<file path="config.mk">
export PLATFORM = sky130hd
export DESIGN_NAME = id_ex_stage_buf
export DESIGN_NICKNAME = d
export VERILOG_FILES = /design/src/rtl/id_ex_stage_buf_pkg.sv /design/src/rtl/pipe_payload_reg.sv /design/src/rtl/id_ex_stage_buf.sv
export SDC_FILE = /design/constraint.sdc
export NUM_CORES = 1
export LEC_CHECK = 0
export CAP_MARGIN = 20
export CORE_ASPECT_RATIO = 0.8
export CORE_MARGIN = 2
export CORE_UTILIZATION = 51
export CTS_CLUSTER_SIZE = 24
export DETAILED_ROUTE_END_ITERATION = 12
export PLACE_DENSITY = 0.81
export SETUP_SLACK_MARGIN = 0.05
export SLEW_MARGIN = 40
export SYNTH_ARGS = -nofsm -noshare
export SYNTH_HDL_FRONTEND = slang
export SYNTH_SLANG_ARGS = --single-unit
</file>
<file path="constraint.sdc">
create_clock -name i_clk -period 2.1 [get_ports i_clk]
set_input_delay 0.525 -clock i_clk [delete_from_list [all_inputs] [get_ports i_clk]]
set_output_delay 0.525 -clock i_clk [all_outputs]
set_load 0.01 [all_outputs]
</file>
<file path="src/rtl/id_ex_stage_buf_pkg.sv">
// Shared widths, control-field layout and buffer state encoding for the
// ID/EX stage skid buffer.
package id_ex_stage_buf_pkg;

    localparam int DATA_W_DEF  = 32;
    localparam int ADDR_W_DEF  = 5;
    localparam int ALUOP_W_DEF = 4;

    // Control word is {RegWrite, MemtoReg, MemWrite, MemRead, ALUSrc, RegDst, ALUOp}.
    localparam int CTRL_FLAG_CNT = 6;

    function automatic int ctrl_width(input int aluop_w);
        return CTRL_FLAG_CNT + aluop_w;
    endfunction

    localparam int CTRL_W_DEF = ctrl_width(ALUOP_W_DEF);

    // Bit positions within i_ctrl, given as offsets above the ALUOp field.
    localparam int CTRL_REGWRITE_OFS = 5;
    localparam int CTRL_MEMTOREG_OFS = 4;
    localparam int CTRL_MEMWRITE_OFS = 3;
    localparam int CTRL_MEMREAD_OFS  = 2;
    localparam int CTRL_ALUSRC_OFS   = 1;
    localparam int CTRL_REGDST_OFS   = 0;
    localparam int CTRL_ALUOP_LSB    = 0;

    typedef enum logic [1:0] {
        ST_EMPTY = 2'd0,
        ST_ONE   = 2'd1,
        ST_TWO   = 2'd2
    } buf_state_e;

endpackage

</file>
<file path="src/rtl/pipe_payload_reg.sv">
// Payload holding register with load enable and synchronous clear.
module pipe_payload_reg #(
    parameter int W = 8
) (
    input  logic         i_clk,
    input  logic         i_clr,
    input  logic         i_load,
    input  logic [W-1:0] i_d,
    output logic [W-1:0] o_q
);

    logic [W-1:0] data_q;

    always_ff @(posedge i_clk) begin
        if (i_clr) begin
            data_q <= '0;
        end else if (i_load) begin
            data_q <= i_d;
        end
    end

    assign o_q = data_q;

endmodule

</file>
<file path="src/rtl/id_ex_stage_buf.sv">
// ID/EX pipeline buffer: main register plus one skid entry so that o_ready
// can be registered without losing an instruction under back-pressure.
module id_ex_stage_buf
    import id_ex_stage_buf_pkg::*;
#(
    parameter  int DATA_W  = DATA_W_DEF,
    parameter  int ADDR_W  = ADDR_W_DEF,
    parameter  int ALUOP_W = ALUOP_W_DEF,
    localparam int CTRL_W  = ctrl_width(ALUOP_W)
) (
    input  logic                i_clk,
    input  logic                i_rst_n,
    input  logic                i_valid,
    output logic                o_ready,
    input  logic                i_flush,
    input  logic [CTRL_W-1:0]   i_ctrl,
    input  logic [DATA_W-1:0]   i_pc4,
    input  logic [DATA_W-1:0]   i_rd1,
    input  logic [DATA_W-1:0]   i_rd2,
    input  logic [DATA_W-1:0]   i_imm,
    input  logic [3*ADDR_W-1:0] i_regaddr,
    output logic                o_valid,
    input  logic                i_ready,
    output logic [CTRL_W-1:0]   o_ctrl,
    output logic [DATA_W-1:0]   o_pc4,
    output logic [DATA_W-1:0]   o_rd1,
    output logic [DATA_W-1:0]   o_rd2,
    output logic [DATA_W-1:0]   o_imm,
    output logic [ADDR_W-1:0]   o_rs,
    output logic [ADDR_W-1:0]   o_rt,
    output logic [ADDR_W-1:0]   o_rd
);

    localparam int PAY_W    = CTRL_W + 4 * DATA_W + 3 * ADDR_W;
    localparam int REG_LSB  = 0;
    localparam int IMM_LSB  = REG_LSB + 3 * ADDR_W;
    localparam int RD2_LSB  = IMM_LSB + DATA_W;
    localparam int RD1_LSB  = RD2_LSB + DATA_W;
    localparam int PC4_LSB  = RD1_LSB + DATA_W;
    localparam int CTRL_LSB = PC4_LSB + DATA_W;

    buf_state_e state_q, state_d;
    logic       ready_q;
    logic       accept, issue;
    logic       main_load, main_from_skid, skid_load;
    logic [PAY_W-1:0] in_pay, main_d, main_q, skid_q;

    assign in_pay = {i_ctrl, i_pc4, i_rd1, i_rd2, i_imm, i_regaddr};
    assign accept = i_valid && ready_q;
    assign issue  = o_valid && i_ready;

    always_comb begin
        state_d        = state_q;
        main_load      = 1'b0;
        main_from_skid = 1'b0;
        skid_load      = 1'b0;
        if (i_flush) begin
            state_d = ST_EMPTY;
        end else begin
            case (state_q)
                ST_EMPTY: begin
                    if (accept) begin
                        state_d   = ST_ONE;
                        main_load = 1'b1;
                    end
                end
                ST_ONE: begin
                    if (accept && !issue) begin
                        state_d   = ST_TWO;
                        skid_load = 1'b1;
                    end else if (accept && issue) begin
                        main_load = 1'b1;
                    end else if (issue) begin
                        state_d = ST_EMPTY;
                    end
                end
                ST_TWO: begin
                    if (issue) begin
                        state_d        = ST_ONE;
                        main_load      = 1'b1;
                        main_from_skid = 1'b1;
                    end
                end
                default: state_d = ST_EMPTY;
            endcase
        end
    end

    // o_ready looks at the next state, so i_ready never reaches it combinationally.
    always_ff @(posedge i_clk) begin
        if (!i_rst_n) begin
            state_q <= ST_EMPTY;
            ready_q <= 1'b1;
        end else begin
            state_q <= state_d;
            ready_q <= (state_d != ST_TWO);
        end
    end

    assign main_d = main_from_skid ? skid_q : in_pay;

    pipe_payload_reg #(.W(PAY_W)) u_main (
        .i_clk  (i_clk),
        .i_clr  (!i_rst_n),
        .i_load (main_load),
        .i_d    (main_d),
        .o_q    (main_q)
    );

    pipe_payload_reg #(.W(PAY_W)) u_skid (
        .i_clk  (i_clk),
        .i_clr  (!i_rst_n),
        .i_load (skid_load),
        .i_d    (in_pay),
        .o_q    (skid_q)
    );

    assign o_ready = ready_q;
    assign o_valid = (state_q != ST_EMPTY);
    assign o_ctrl  = o_valid ? main_q[CTRL_LSB +: CTRL_W] : '0;
    assign o_pc4   = main_q[PC4_LSB +: DATA_W];
    assign o_rd1   = main_q[RD1_LSB +: DATA_W];
    assign o_rd2   = main_q[RD2_LSB +: DATA_W];
    assign o_imm   = main_q[IMM_LSB +: DATA_W];
    assign o_rs    = main_q[REG_LSB + 2 * ADDR_W +: ADDR_W];
    assign o_rt    = main_q[REG_LSB + ADDR_W +: ADDR_W];
    assign o_rd    = main_q[REG_LSB +: ADDR_W];

endmodule

</file>
==> impl_metrics.ini <==
[synthesis]
syn-num-nets = 1678
syn_area_sq_mm = 0.0140
syn_avg_cell_area_sq_um = 9.19
synth_cell_types = 26
ys_async_sr_fraction_pct = 0
netlist.area_leader.share_pct = 44.3
ys_warn_count = 0
synth-seq-cells = 309
synth.top_cells.by_area = dfxtp_1 (44%), nand2_1 (12%), mux2i_1 (11%)
synth_edf_count = 0
synthFlopType = dfxtp_1
synthTopCellsByCount = nand2_1 (461), dfxtp_1 (309), mux2i_1 (153), o211a_1 (153), buf_4 (150)
ys_seq_area_share_pct = 44.3
syn-instance-count = 1520
synth.most_common_cell = nand2_1
synth_largest_area_cell = dfxtp_1

[cells_and_area]
syn2layout_area_growth_pct = 28.3
final_cells = 2064
diodes = 0
finish.utilization_pct = 66.1
final_area_sq_mm = 0.0179
fillers = 2130
layout.area.seq_sq_mm = 0.00619
nets = 1836
drive_gt1_share_pct = 9.00
multiInputGateArea_sq_mm = 0.00621

[timing]
fmax_mhz = 494
final.setup.tns_ps = 0
worst_slack_ps = 75.1
holdWs_ps = 421
clock_skew_ps = 11.8
rsz0062_at_grt = yes
hold_violations = 0
setup_viol = 0
fin_crit_ps = 2020
fin_crit_sh_pct = 96.4
relSlewSlack_pct = 76.3
tightest_slew_ps = 352
finalMaxSlewViolations = 0

[pwr]
p_per_area_mw_per_mm2 = 750
finalPower_mw = 13.4
max-vdd-ir-drop_v = 0.000594
leakage_nw = 7.67

[critical_path]
crit_path_cell_trace = clkdlybuf4s50_1
arrival_ps = 1500
critPathRequiredTime_ps = 1570
crit_type = register to output port
endpoint_kind = output port
crit_slowest_cell = clkdlybuf4s50_1
critPathBufInv = 1
critPathMaxFanout = 2
critPathTopFamily = buffers and inverters
cp-start-kind = register
max_stage_delay_ps = 560

[hold_path]
hold_path_class = input port to register

[place]
dpl_cell_area_sq_mm = 0.0169
place_hpwl_microns = 23100
place_congestion = 0.778
dp_cells = 2006
io_buffers = 312
detailedPlace.worstSlack_ps = -376

[floorplan]
top_level_ports = 313
die_area_sq_mm = 0.0287
die_x_microns = 189
core_area_sq_mm = 0.0271
rows = 54
initial_core_util_pct = 51.6
die_y_microns = 152

[global_routing]
use_met2_pct = 37.2
top_usage_layer = met2
grt_pass1_wl_microns = 54200
grt_usage_pct = 22.6
antenna_found_initial = 0
grt_use_met1_pct = 30.5
use_met3_pct = 4.69
grt_max_degree = 70
grt_pass1_vias = 10500
overflow = 0

[route]
drt-pass1-iter-count = 5
first_iter_violations = 641
drc = 0
finalWirelength_microns = 33900
viasPerCell = 5.28
ant_nets = 0
wl_per_cell_microns = 16.4
num_vias = 10900

[cts]
htree_levels = 1
cts_tree = done
clkTransAtPathRegs_ps = 60
numCtsBuffers = 31
cts-root-buf = clkbuf_16
ctsLongestPathBuffers = 3
clock_latency_ps = 540
clock_sinks = 309

[outcome]
status = finished clean

[run]
cap_violations = 0
## per-layer routing
metal  vias up  routed length (microns)
met5         -                        0
met2       274                    15700
met4         0                      778
met3        51                     2140
met1      5253                    15300
li1       5312                        -
## logic make-up after synthesis
kind of cell	share of synthesized area, %
and+or+nand+nor	13.5
AOI/OAI and AO/OA	19.6
DFF	44.3
buffers and inverters	11.6
muxes	11.0
## path summary, 6_finish.rpt
path / startpoint / endpoint / slack [ps] / depth (start not counted)
worst min register to register: u_skid.o_q[146] / u_skid.o_q[146] / 450 / 2
worst min-delay path: i_rst_n / u_main.o_q[34] / 420 / 2
worst max-delay path: u_main.o_q[61] / o_rd2[14] / 80 / 1
worst max register to register: state_q[0] / u_main.o_q[10] / 300 / 6
## cell type report
type / instances / share of cell area (%)
inverter: 1 / 0.0209
timing repair buffer: 387 / 22.7
clock buffer: 43 / 5.14
sequential: 309 / 34.5
clock inverter: 12 / 0.405
multi-input combinational: 948 / 34.7
tap: 364 / 2.54
## sequential cells by signal, summed over array words and instances, names as in the netlist
signal and flops:
o_ready 1, u_main.o_q 153, u_skid.o_q 153, state_q 2
## cell usage in the layout (no fill, tap or decap), types with 2 or more instances in the layout
cell type / instances
buf_2: 6
clkbuf_8: 11
nor2_1: 2
dlymetal6s2s_1: 3
clkbuf_16: 31
buf_6: 3
clkinv_2: 9
buf_12: 33
dfxtp_2: 2
a21boi_1: 70
nand2b_1: 3
nor2b_2: 2
a21boi_0: 83
buf_4: 41
mux2i_1: 153
nor2b_4: 4
o211a_1: 153
clkdlybuf4s50_1: 296
clkbuf_2: 3
dfxtp_1: 307
clkbuf_1: 2
nor2b_1: 4
nand2_1: 461
## report_power, final
| group | switching, mW | internal (mW) | total (mW) |
|---|---|---|---|
| clock | 2.31 | 3.05 | 5.36 |
| sequential | 0.163 | 6.13 | 6.30 |
| combinational | 0.743 | 1.04 | 1.78 |
| total | 3.22 | 10.2 | 13.4 |
## what timing repair did
item                       in CTS  in global routing
setup endpoints to repair      12                 13
hold buffers                    0                  0
gates cloned                    0                  0
pin swaps                       0                  0
buffers inserted                3                  0
resized for setup              37                 25
Note: power is estimated with default switching activity, not from simulation.
